[src/rtl/id_stage.sv]
// RiSC-16 instruction-decode stage: cracks the fetched instruction, drives the
// register-file read addresses and holds the ID/EX pipeline register.
module id_stage #(
  parameter int p_WORD_LEN     = 16,
  parameter int p_REG_ADDR_LEN = 3
) (
  input  logic                      i_clk,
  input  logic                      i_rst,
  input  logic [p_WORD_LEN-1:0]     i_instr,
  input  logic [p_WORD_LEN-1:0]     i_pc,
  input  logic                      i_valid,
  input  logic                      i_flush,
  input  logic                      i_hold,
  output logic [p_REG_ADDR_LEN-1:0] o_src1,
  output logic [p_REG_ADDR_LEN-1:0] o_src2,
  output logic                      o_stall,
  output logic                      o_valid,
  output logic [2:0]                o_opcode,
  output logic [p_REG_ADDR_LEN-1:0] o_tgt,
  output logic                      o_wr_en,
  output logic [p_WORD_LEN-1:0]     o_imm,
  output logic [p_WORD_LEN-1:0]     o_pc,
  output logic [p_REG_ADDR_LEN-1:0] o_src1_q,
  output logic [p_REG_ADDR_LEN-1:0] o_src2_q
);

  localparam logic [2:0] OP_ADD  = 3'b000;
  localparam logic [2:0] OP_ADDI = 3'b001;
  localparam logic [2:0] OP_NAND = 3'b010;
  localparam logic [2:0] OP_LUI  = 3'b011;
  localparam logic [2:0] OP_SW   = 3'b100;
  localparam logic [2:0] OP_LW   = 3'b101;
  localparam logic [2:0] OP_BEQ  = 3'b110;
  localparam logic [2:0] OP_JALR = 3'b111;

  logic [2:0]                op;
  logic [p_REG_ADDR_LEN-1:0] ra, rb, rc;
  logic [p_WORD_LEN-1:0]     imm_s7, imm_lui;

  logic [p_REG_ADDR_LEN-1:0] dec_src1, dec_src2, dec_tgt;
  logic                      dec_wr_en;
  logic [p_WORD_LEN-1:0]     dec_imm;
  logic                      load_use;

  assign op      = i_instr[15:13];
  assign ra      = i_instr[12:10];
  assign rb      = i_instr[9:7];
  assign rc      = i_instr[2:0];
  assign imm_s7  = {{(p_WORD_LEN-7){i_instr[6]}}, i_instr[6:0]};
  assign imm_lui = {i_instr[9:0], {(p_WORD_LEN-10){1'b0}}};

  always_comb begin
    dec_src1  = '0;
    dec_src2  = '0;
    dec_tgt   = '0;
    dec_wr_en = 1'b0;
    dec_imm   = '0;
    unique case (op)
      OP_ADD, OP_NAND: begin
        dec_src1 = rb; dec_src2 = rc; dec_tgt = ra; dec_wr_en = 1'b1;
      end
      OP_ADDI, OP_LW: begin
        dec_src1 = rb; dec_tgt = ra; dec_wr_en = 1'b1; dec_imm = imm_s7;
      end
      OP_LUI: begin
        dec_tgt = ra; dec_wr_en = 1'b1; dec_imm = imm_lui;
      end
      OP_SW: begin
        dec_src1 = rb; dec_src2 = ra; dec_imm = imm_s7;
      end
      OP_BEQ: begin
        dec_src1 = ra; dec_src2 = rb; dec_imm = imm_s7;
      end
      OP_JALR: begin
        dec_src1 = rb; dec_tgt = ra; dec_wr_en = 1'b1;
      end
      default: ;
    endcase
    // r0 is hardwired, so writes to it are dropped at decode
    if (dec_tgt == '0) dec_wr_en = 1'b0;
    if (!i_valid) begin
      dec_src1  = '0;
      dec_src2  = '0;
      dec_wr_en = 1'b0;
    end
  end

  // Source 0 can never match because o_tgt is required to be non-zero.
  assign load_use = o_valid && (o_opcode == OP_LW) && (o_tgt != '0) && i_valid &&
                    ((dec_src1 == o_tgt) || (dec_src2 == o_tgt));

  assign o_stall = (load_use | i_hold) & ~i_flush;
  assign o_src1  = i_hold ? o_src1_q : dec_src1;
  assign o_src2  = i_hold ? o_src2_q : dec_src2;

  always_ff @(posedge i_clk) begin
    if (i_rst) begin
      o_valid  <= 1'b0;
      o_opcode <= '0;
      o_tgt    <= '0;
      o_wr_en  <= 1'b0;
      o_imm    <= '0;
      o_pc     <= '0;
      o_src1_q <= '0;
      o_src2_q <= '0;
    end else if (i_flush || (!i_hold && load_use)) begin
      o_valid  <= 1'b0;
      o_wr_en  <= 1'b0;
      o_src1_q <= '0;
      o_src2_q <= '0;
    end else if (!i_hold) begin
      o_valid  <= i_valid;
      o_opcode <= op;
      o_tgt    <= dec_tgt;
      o_wr_en  <= dec_wr_en;
      o_imm    <= dec_imm;
      o_pc     <= i_pc;
      o_src1_q <= dec_src1;
      o_src2_q <= dec_src2;
    end
  end

endmodule

[config.mk]
export PLATFORM = sky130hd
export DESIGN_NAME = id_stage
export DESIGN_NICKNAME = d
export VERILOG_FILES = /design/src/rtl/id_stage.sv
export SDC_FILE = /design/constraint.sdc
export NUM_CORES = 1
export LEC_CHECK = 0
export ABC_AREA = 1
export BUFFER_PORTS_ARGS = -buffer_cell sky130_fd_sc_hd__buf_2
export CELL_PAD_IN_SITES_DETAIL_PLACEMENT = 0
export CELL_PAD_IN_SITES_GLOBAL_PLACEMENT = 2
export CORE_MARGIN = 5
export CORE_UTILIZATION = 27
export DETAILED_ROUTE_END_ITERATION = 6
export PLACE_DENSITY_LB_ADDON = 0.15
export SKIP_LAST_GASP = 1
export SYNTH_ARGS = -nofsm -noshare
export SYNTH_HDL_FRONTEND = slang
export SYNTH_SLANG_ARGS = --single-unit
[constraint.sdc]
create_clock -name i_clk -period 3.14 [get_ports i_clk]
set_input_delay 0.628 -clock i_clk [delete_from_list [all_inputs] [get_ports i_clk]]
set_output_delay 0.628 -clock i_clk [all_outputs]
set_load 0.02 [all_outputs]
==> flow_summary.ini <==
[yosys]
netlist_instances = 456
synthArstFlopShare_pct = 0
synth.cell_area_sq_um = 2660
synth_top_family_by_area = simple AND/OR/NAND/NOR gates
synth_compound_gate_area_share_pct = 2.49
yosysMostFrequentCell = nand2_1
synthAdderAreaFrac_pct = 0
yosys_warnings = 0
synth-simple-area-share_pct = 42.2
synth_flop_cell = dfxtp_1
synth_seq_area_share_pct = 34.6
ys_seq_elements = 46
synth_edf_count = 0
yosys.area.top_type_share_pct = 34.6
syn_nets = 493
synth_xor_area_share_pct = 0
synthTopCellsByCount = nand2_1, inv_1, nor2_1, dfxtp_1, nand4_1
ys_top_cells_by_area = dfxtp_1, nand2_1, inv_1
syn_avg_cell_area_sq_um = 5.84
yosysUniqueCellTypes = 21
muxShareOfSynthArea_pct = 0
yosys.area.top_type = dfxtp_1

[clocking]
htreeDepth = 2
postCtsResizedCells = 0
clk_latency_ns = 0.30
cts_buffers = 5
cts.sinks = 46
clkTransAtPathRegs_ns = 0.09
clk_path_buf_depth = 2
ctsHoldBuffers = 0
clockRootBuffer = clkbuf_8
cts_setup_buffers = 0
cts_tree = done

[worst_setup_path]
required_ns = 2.51
end_kind = primary output
crit_path_start_kind = input pin
crit_type = in2out
slowest_delay_ns = 0.19
crit_fanout = 12
cpLargestDelayFamily = simple AND/OR/NAND/NOR gates
path_cells = buf_2 > inv_1 > nand2_1 > nand3_1 > nand2_1 > nand2_1 > nand2_1 > nand2_1 > nand2_1 > nand3_1 > nand2_1 > nand2_2 > a21oi_1 > buf_2
crit_slowest_cell = buf_2
crit_arrival_ns = 2.12
path_buf_inv = 3
cp_common_cell = nand2_1

[floorplan]
die_w_um = 109
row_count = 36
die_y_um = 109
start_util_pct = 27.5
io_pins = 90
core_sq_um = 9680
dieArea_sq_um = 11900

[run_status]
status = completed

[finish]
fin_nets = 572
drive_gt1_share_pct = 22.4
areaGrowthSynthToFinish_pct = 24.1
antenna_cells = 0
layoutNonFillerInstCount = 669

[sta]
fin_crit_sh_pct = 87.6
rsz0062_at_grt = no
finalSetupViolCount = 0
setup_ws_ns = 0.390
fmax_mhz = 364
finalClockSkew_ns = 0.00905
tns_ns = 0
whs_ns = 0.456
slew_violations = 0
slew_headroom_pct = 55.8
period_needed_ns = 2.75
tightestPinTransition_ns = 0.662
hold_violations = 0

[placed_design]
numPlacedInstances = 661
port_buffers = 89
hpwl_mm = 5.85
pre_cts_ws_ns = 0.378
place_congestion = 0.837

[detailed_routing]
final_antenna_net_count = 0
drc_errors = 0
avgViaCountPerCell = 4.16
drt_iter0_drc = 116
wl_mm = 7.93
via_count = 2785
wl_per_cell_um = 11.9
drtPass1Iterations = 4

[grt]
grt_start_max_net_pins = 39
grt_usage_pct = 13.4
grt_pass1_wl_mm = 12.7
grt_pass1_vias = 2582
antenna_found_initial = 0
grt-ovfl-total = 0

[power_and_ir_drop]
worst_ir_drop_vdd_mv = 0.146
power_density_nw_per_um2 = 414
totalPowerFinal_mw = 1.37
cellLeakagePower_nw = 2.00

[job]
timing.max_cap.violations = 0

[hold_path]
hp-class = reg2reg
==> logic make-up after synthesis <==
group           count (synthesis)
compound gates                 11
buf+inv                       138
flops                          46
simple gates                  261
==> final timing paths <==
check / startpoint / to / slack, ns / cells past startpoint
worst max-delay path: i_instr[15] / o_stall / 0.39 / 14
worst min-delay path: o_wr_en / o_wr_en / 0.46 / 2
worst max register to register: o_tgt[1] / o_imm[13] / 1.14 / 12
worst min register to register: o_wr_en / o_wr_en / 0.46 / 2
==> worst register-to-register path, cell delays in order, from the launching register on <==
cell and delay, ns:
dfxtp_1 0.37, inv_1 0.13, nand3_1 0.09, nand2_1 0.07, inv_1 0.04, nand3_1 0.07
nand2_1 0.08, nand2_2 0.22, nand3_2 0.37, buf_12 0.30, nand2_1 0.09, inv_2 0.03
nor2_1 0.09
==> cell usage in the layout (no fill, tap or decap) <==
| master | n |
|---|---|
| a21oi_1 | 3 |
| buf_12 | 1 |
| buf_2 | 89 |
| buf_4 | 5 |
| clkbuf_1 | 1 |
| clkbuf_8 | 6 |
| clkinv_1 | 1 |
| clkinv_2 | 1 |
| dfxtp_1 | 46 |
| inv_1 | 101 |
| inv_2 | 13 |
| nand2_1 | 148 |
| nand2_2 | 2 |
| nand3_1 | 18 |
| nand3_2 | 1 |
| nand4_1 | 41 |
| nor2_1 | 48 |
| nor2_2 | 1 |
| nor3_1 | 1 |
| nor4_1 | 1 |
| o21ai_0 | 7 |
| o21ai_4 | 1 |
==> layer usage <==
layer / track usage [%] / vias to the layer above / routed length (um)
met5: 0 / - / 0
met4: 3.47 / 0 / 51
met3: 2.84 / 4 / 375
met2: 21.8 / 55 / 3580
met1: 18.1 / 1214 / 3920
li1: - / 1512 / -
==> flip-flops by register name (all words and copies together), names as in the netlist <==
| name | count |
|---|---|
| o_imm | 16 |
| o_pc | 16 |
| o_opcode | 3 |
| o_src1_q | 3 |
| o_src2_q | 3 |
| o_tgt | 3 |
| o_valid | 1 |
| o_wr_en | 1 |
==> cell type report <==
class	count	area [sq um]
Inverter	115	432
Clock buffer	7	86.3
Sequential cell	46	921
Tap cell	133	166
Clock inverter	1	5.00
Timing Repair Buffer	95	503
Fill cell	1130	6380
Multi-Input combinational cell	272	1190
==> power by group <==
part           internal [mW]  switching, mW  leakage (nW)
sequential             0.619         0.0198         0.379
combinational          0.116          0.223          1.57
clock                  0.178          0.211        0.0482
==> stage by stage <==
stage          cell area (sq um)  util, %
5_1_grt                     3300     34.1
3_5_place_dp                3210     33.2
6_report                    3300     34.1
3_3_place_gp                3210     33.2
4_1_cts                     3300     34.1
2_1_floorplan               2660        -
No activity file was read; power rests on OpenSTA's default activity.
